$ cat src/rtl/gin_bus_fifo.sv
`default_nettype none
// ============================================================================
// Module      : gin_bus_fifo
// Description : Global input network bus. Tagged packets enter through a
//               valid/ready handshake into a small FIFO, are popped into a
//               hold register, and are delivered to every controller whose
//               scan-programmed ID matches the tag (all-ones tag = broadcast).
//               Each target handshakes independently through a pending mask.
// Revision    : 1.0 - initial release
// ============================================================================
module gin_bus_fifo #(
    parameter int BITWIDTH        = 16,
    parameter int TAG_LENGTH      = 4,
    parameter int NUM_CONTROLLERS = 10,
    parameter int FIFO_DEPTH      = 4,
    parameter int CNT_WIDTH       = 8
) (
    input  logic                                clk,
    input  logic                                rstb,
    // Scan-chain shift enable ("program" is a reserved word in SystemVerilog)
    input  logic                                program_en,
    input  logic [TAG_LENGTH-1:0]               scan_tag_in,
    output logic [TAG_LENGTH-1:0]               scan_tag_out,
    input  logic                                in_valid,
    output logic                                in_ready,
    input  logic [TAG_LENGTH-1:0]               in_tag,
    input  logic [BITWIDTH-1:0]                 in_data,
    input  logic [NUM_CONTROLLERS-1:0]          target_ready,
    output logic [NUM_CONTROLLERS-1:0]          target_enable,
    output logic [BITWIDTH*NUM_CONTROLLERS-1:0] target_data,
    output logic [CNT_WIDTH-1:0]                drop_count,
    output logic                                idle
);

    localparam int                    c_ptr_w   = $clog2(FIFO_DEPTH);
    localparam int                    c_entry_w = TAG_LENGTH + BITWIDTH;
    localparam logic [TAG_LENGTH-1:0] c_bcast   = '1;
    localparam logic [CNT_WIDTH-1:0]  c_cnt_max = '1;
    localparam logic [CNT_WIDTH-1:0]  c_cnt_one = 1;
    localparam logic [c_ptr_w:0]      c_ptr_one = 1;

    typedef enum logic [0:0] {
        S_IDLE    = 1'b0,
        S_DELIVER = 1'b1
    } state_t;

    logic [TAG_LENGTH-1:0]      r_id [NUM_CONTROLLERS];
    logic [c_entry_w-1:0]       r_mem [FIFO_DEPTH];
    logic [c_ptr_w:0]           r_wr_ptr;
    logic [c_ptr_w:0]           r_rd_ptr;
    state_t                     r_state;
    state_t                     w_state_next;
    logic [NUM_CONTROLLERS-1:0] r_pending;
    logic [NUM_CONTROLLERS-1:0] w_pending_next;
    logic [NUM_CONTROLLERS-1:0] w_mask;
    logic [NUM_CONTROLLERS-1:0] w_enable;
    logic [BITWIDTH-1:0]        r_hold;
    logic [CNT_WIDTH-1:0]       r_drop_count;
    logic [TAG_LENGTH-1:0]      w_head_tag;
    logic [BITWIDTH-1:0]        w_head_data;
    logic                       w_full;
    logic                       w_empty;
    logic                       w_push;
    logic                       w_pop;
    logic                       w_drop;

    // Extra pointer MSB distinguishes full from empty when the indices match
    assign w_empty  = (r_wr_ptr == r_rd_ptr);
    assign w_full   = (r_wr_ptr[c_ptr_w] != r_rd_ptr[c_ptr_w]) &&
                      (r_wr_ptr[c_ptr_w-1:0] == r_rd_ptr[c_ptr_w-1:0]);
    assign in_ready = !w_full && !program_en;
    assign w_push   = in_valid && in_ready;
    // Pop only from IDLE; the whole FSM is frozen while the chain is shifting
    assign w_pop    = (r_state == S_IDLE) && !w_empty && !program_en;

    assign {w_head_tag, w_head_data} = r_mem[r_rd_ptr[c_ptr_w-1:0]];

    // Per-controller tag match against the FIFO head
    generate
        for (genvar g = 0; g < NUM_CONTROLLERS; g++) begin : g_mask
            assign w_mask[g] = (r_id[g] == w_head_tag) || (w_head_tag == c_bcast);
        end
    endgenerate

    // Every target sees the same hold register; target_enable qualifies it
    generate
        for (genvar g = 0; g < NUM_CONTROLLERS; g++) begin : g_slice
            assign target_data[g*BITWIDTH +: BITWIDTH] = r_hold;
        end
    endgenerate

    assign scan_tag_out  = r_id[NUM_CONTROLLERS-1];
    assign target_enable = w_enable;
    assign drop_count    = r_drop_count;
    assign idle          = w_empty && (r_state == S_IDLE);

    // ID scan chain: shift toward the highest index while program_en is high
    always_ff @(posedge clk or negedge rstb) begin
        if (!rstb) begin
            for (int i = 0; i < NUM_CONTROLLERS; i++) r_id[i] <= '0;
        end else if (program_en) begin
            r_id[0] <= scan_tag_in;
            for (int i = 1; i < NUM_CONTROLLERS; i++) r_id[i] <= r_id[i-1];
        end
    end

    // Packet storage; contents are don't-care until written, so no reset
    always_ff @(posedge clk) begin
        if (w_push) r_mem[r_wr_ptr[c_ptr_w-1:0]] <= {in_tag, in_data};
    end

    // FIFO read/write pointers
    always_ff @(posedge clk or negedge rstb) begin
        if (!rstb) begin
            r_wr_ptr <= '0;
            r_rd_ptr <= '0;
        end else begin
            if (w_push) r_wr_ptr <= r_wr_ptr + c_ptr_one;
            if (w_pop)  r_rd_ptr <= r_rd_ptr + c_ptr_one;
        end
    end

    // FSM state, pending mask and hold register
    always_ff @(posedge clk or negedge rstb) begin
        if (!rstb) begin
            r_state   <= S_IDLE;
            r_pending <= '0;
            r_hold    <= '0;
        end else begin
            r_state   <= w_state_next;
            r_pending <= w_pending_next;
            if (w_pop) r_hold <= w_head_data;
        end
    end

    // Next state, pending update and Mealy target enables
    always_comb begin
        w_state_next   = r_state;
        w_pending_next = r_pending;
        w_enable       = '0;
        w_drop         = 1'b0;
        if (!program_en) begin
            case (r_state)
                S_IDLE: begin
                    if (!w_empty) begin
                        if (w_mask == '0) begin
                            w_drop = 1'b1;
                        end else begin
                            w_pending_next = w_mask;
                            w_state_next   = S_DELIVER;
                        end
                    end
                end
                S_DELIVER: begin
                    w_enable       = r_pending & target_ready;
                    w_pending_next = r_pending & ~w_enable;
                    if (w_pending_next == '0) w_state_next = S_IDLE;
                end
                default: w_state_next = S_IDLE;
            endcase
        end
    end

    // Saturating count of packets that matched no controller
    always_ff @(posedge clk or negedge rstb) begin
        if (!rstb) begin
            r_drop_count <= '0;
        end else if (w_drop && (r_drop_count != c_cnt_max)) begin
            r_drop_count <= r_drop_count + c_cnt_one;
        end
    end

endmodule
`default_nettype wire

$ cat config.mk
export PLATFORM = sky130hd
export DESIGN_NAME = gin_bus_fifo
export DESIGN_NICKNAME = d
export VERILOG_FILES = /design/src/rtl/gin_bus_fifo.sv
export SDC_FILE = /design/constraint.sdc
export NUM_CORES = 1
export LEC_CHECK = 0
export CAP_MARGIN = 10
export CORE_MARGIN = 1.5
export CORE_UTILIZATION = 45
export CTS_CLUSTER_DIAMETER = 100
export DETAILED_ROUTE_END_ITERATION = 8
export PLACE_DENSITY = 0.82
export SLEW_MARGIN = 10
export SYNTH_ARGS = -nofsm -noshare
export SYNTH_HDL_FRONTEND = slang
export SYNTH_SLANG_ARGS = --single-unit
$ cat constraint.sdc
create_clock -name clk -period 3.45 [get_ports clk]
set_input_delay 0.69 -clock clk [delete_from_list [all_inputs] [get_ports clk]]
set_output_delay 0.69 -clock clk [all_outputs]
set_load 0.02 [all_outputs]
==> out/metrics.cfg <==
[outcome]
status = complete, no violations

[floorplan]
die_x_um = 136.3
num_rows = 48
io_pins = 222
die_height_um = 136.3
fp.dieArea_sq_um = 18560
start_util_pct = 46.20
coreArea_sq_um = 17300

[cells_and_area]
fillers = 1294
area_delta_synth_final_pct = 23.66
fin_nets = 729
n_antenna_cell = 0
drive_gt1_share_pct = 14.90

[routing]
drc = 0
drtAntennaViolNets = 0
vias = 4610
wl_mm = 16.01
routedWlPerCell_um = 17.35
drt_pass1_iterations = 4
drtIter0Drc = 412
routed_via_density = 4.995

[clock_network]
cts_root_buffer = clkbuf_16
cts_buffers = 17
cts_sinks = 161
ctsResizeCount = 0
clock_latency_ps = 420
postCtsHoldBufs = 0
postCtsSetupRepairBufs = 0
cts_max_level = 4
path_clk_slew_ps = 60
cts_tree = yes
cts_buffer_depth = 2

[yosys]
yosysWarningCount = 0
ys_ff_latch = 161
seq_area_frac_synth_pct = 55.43
async_reset_ff_share_pct = 50.31
syn_area_sq_um = 7990
syn_nets = 650
synth_cell_type_count = 43
synthCells = 606
ys.flop_type = dfrtp_1
synth_edf_count = 80
avgSynthCellArea_sq_um = 13.19

[sta]
setup_viol = 0
fin_crit_sh_pct = 94.85
fin_crit_ps = 3272
fin_tns_setup_ps = 0
slew_headroom_pct = 26.92
fmax_mhz = 305.6
slew_viol_final = 0
whs_ps = 330.8
rsz0062_at_grt = no
skew_ps = 8.504
hold_viol = 0
tightest_slew_ps = 1096
setup_ws_ps = 177.8

[power]
p_comb_share_pct = 51.2
p_per_area_nw_per_um2 = 1007
max-vdd-ir-drop_uv = 637.1
power_uw = 9945
swShare_pct = 38.94
p_leak_uw = 0.003820
pwr-share-clk_pct = 18.1
power_switching_uw = 3872
p_seq_share_pct = 30.6
p_int_uw = 6073

[worst_setup_path]
critPathArrivalTime_ps = 2580
cp-end-kind = output port
path_class = register to output port
crit_required_ps = 2760
cp-start-kind = register
path_max_fanout = 19

[grt]
grt_pass1_vias = 4585
grt.overflow.total = 0
grt_max_degree = 59
track_usage_pct = 17.86
grt_antenna_before_repair = 0
grt_pass1_wl_mm = 24.76

[min_path]
min_path_type = primary input to async pin

[placement]
dpl_worst_slack_ps = 554.8
dp_hpwl_mm = 11.52
portBuffers = 221
gp_congestion = 0.8314

[job]
maxCapViolCount = 0

==> layout make-up <==
type,count,area [sq um],area share (%)
clock inverters,9,110.1,1.114
multi-input cells,271,2315,23.43
well taps,225,281.5,2.849
flip-flops and latches,161,4429,44.83
clock buffers,23,457.9,4.635
inverters,4,15.01,0.1520
repair buffers,230,2272,23.00
==> kinds of logic after synthesis <==
| family | after synthesis | synth area share (%) |
|---|---|---|
| AOI/OAI and AO/OA | 28 | 2.662 |
| adders and majority gates | 6 | 0.9395 |
| xor gates and xnor gates | 54 | 5.919 |
| buffers and inverters | 174 | 15.63 |
| muxes | 63 | 11.87 |
| DFF | 161 | 55.43 |
| and+or+nand+nor | 120 | 7.548 |
==> worst max-delay path: stages (launching register included) <==
cell,delay [ps]
dfrtp_1,480
buf_4,400
xnor2_1,250
nand3_1,170
nor2_1,200
clkdlybuf4s50_1,640
==> per-stage QoR <==
step | area, sq um | utilization, % | instances
finish | 9881 | 57.13 | 923
global route | 9881 | 57.13 | 923
floorplan | 7990 | - | 606
CTS | 9881 | 57.13 | 923
detailed placement | 9313 | 53.84 | 891
global placement | 9313 | 53.84 | 891
==> layer usage <==
metal	track usage, %	wire length, um	part of all wire, %	up-vias
li1	-	-	-	2125
met3	4.512	857	5.4	13
met4	5.969	164	1.0	0
met1	22.12	6728	42	2318
met5	0	0	0	-
met2	30.50	8261	52	154
==> final timing paths <==
check                      cells past startpoint        start            end  slack [ps]
setup / recovery                               5  r_rd_ptr[0]           idle         180
hold / removal                                 1         rstb  drop_count[4]         330
setup reg to reg                               8  r_rd_ptr[0]   r_pending[5]         520
hold reg to reg                                1  r_wr_ptr[2]    r_wr_ptr[2]         490
max in group asynchronous                      2         rstb      r_hold[0]        2430
min in group clk                               1  r_wr_ptr[2]    r_wr_ptr[2]         490
==> registers in the layout, indices dropped and copies added (netlist names) <==
signal	count
r_pending	10
r_wr_ptr	3
r_mem	80
drop_count	8
r_rd_ptr	3
scan_tag_out	4
r_hold	16
r_state	1
r_id	36
==> power by group through the flow <==
stage	Combinational [uW]	Clock (uW)	Sequential, uW
6_report	5090	1810	3050
5_1_grt	5390	1910	3140
4_1_cts	5140	1830	3060
3_5_place_dp	5120	0	3090
3_3_place_gp	5020	0	3040
2_1_floorplan	3970	0	3040
==> cell usage after synthesis, drive strengths merged (3+ instances only) <==
library cell / number / area share [%]
buf: 159 / 15
dfrtp: 81 / 25
edfxtp: 80 / 30
nand2: 59 / 2.8
xnor2: 49 / 5.4
mux2: 42 / 6.0
mux4: 20 / 5.8
and3: 18 / 1.4
nand4: 13 / 1.2
clkbuf: 11 / 0.52
nand2b: 10 / 0.78
nand3: 9 / 0.63
a21o: 7 / 0.66
nor2: 7 / 0.36
a22oi: 6 / 0.56
ha: 6 / 0.94
xor2: 5 / 0.55
inv: 4 / 0.19
a21oi: 3 / 0.19
and2: 3 / 0.23
o21ai: 3 / 0.19
==> placed cells by master (no fill, tap or decap), drive strengths merged, types with 7 or more instances in the layout <==
cell	Yosys	routed
a21o	7	7
and3	18	18
buf	159	11
clkbuf	11	23
clkdlybuf4s50	0	219
dfrtp	81	81
edfxtp	80	80
mux2	42	42
mux4	20	20
nand2	59	59
nand2b	10	10
nand3	9	9
nand4	13	13
nor2	7	7
xnor2	49	49
(Power assumes the default switching activity.)
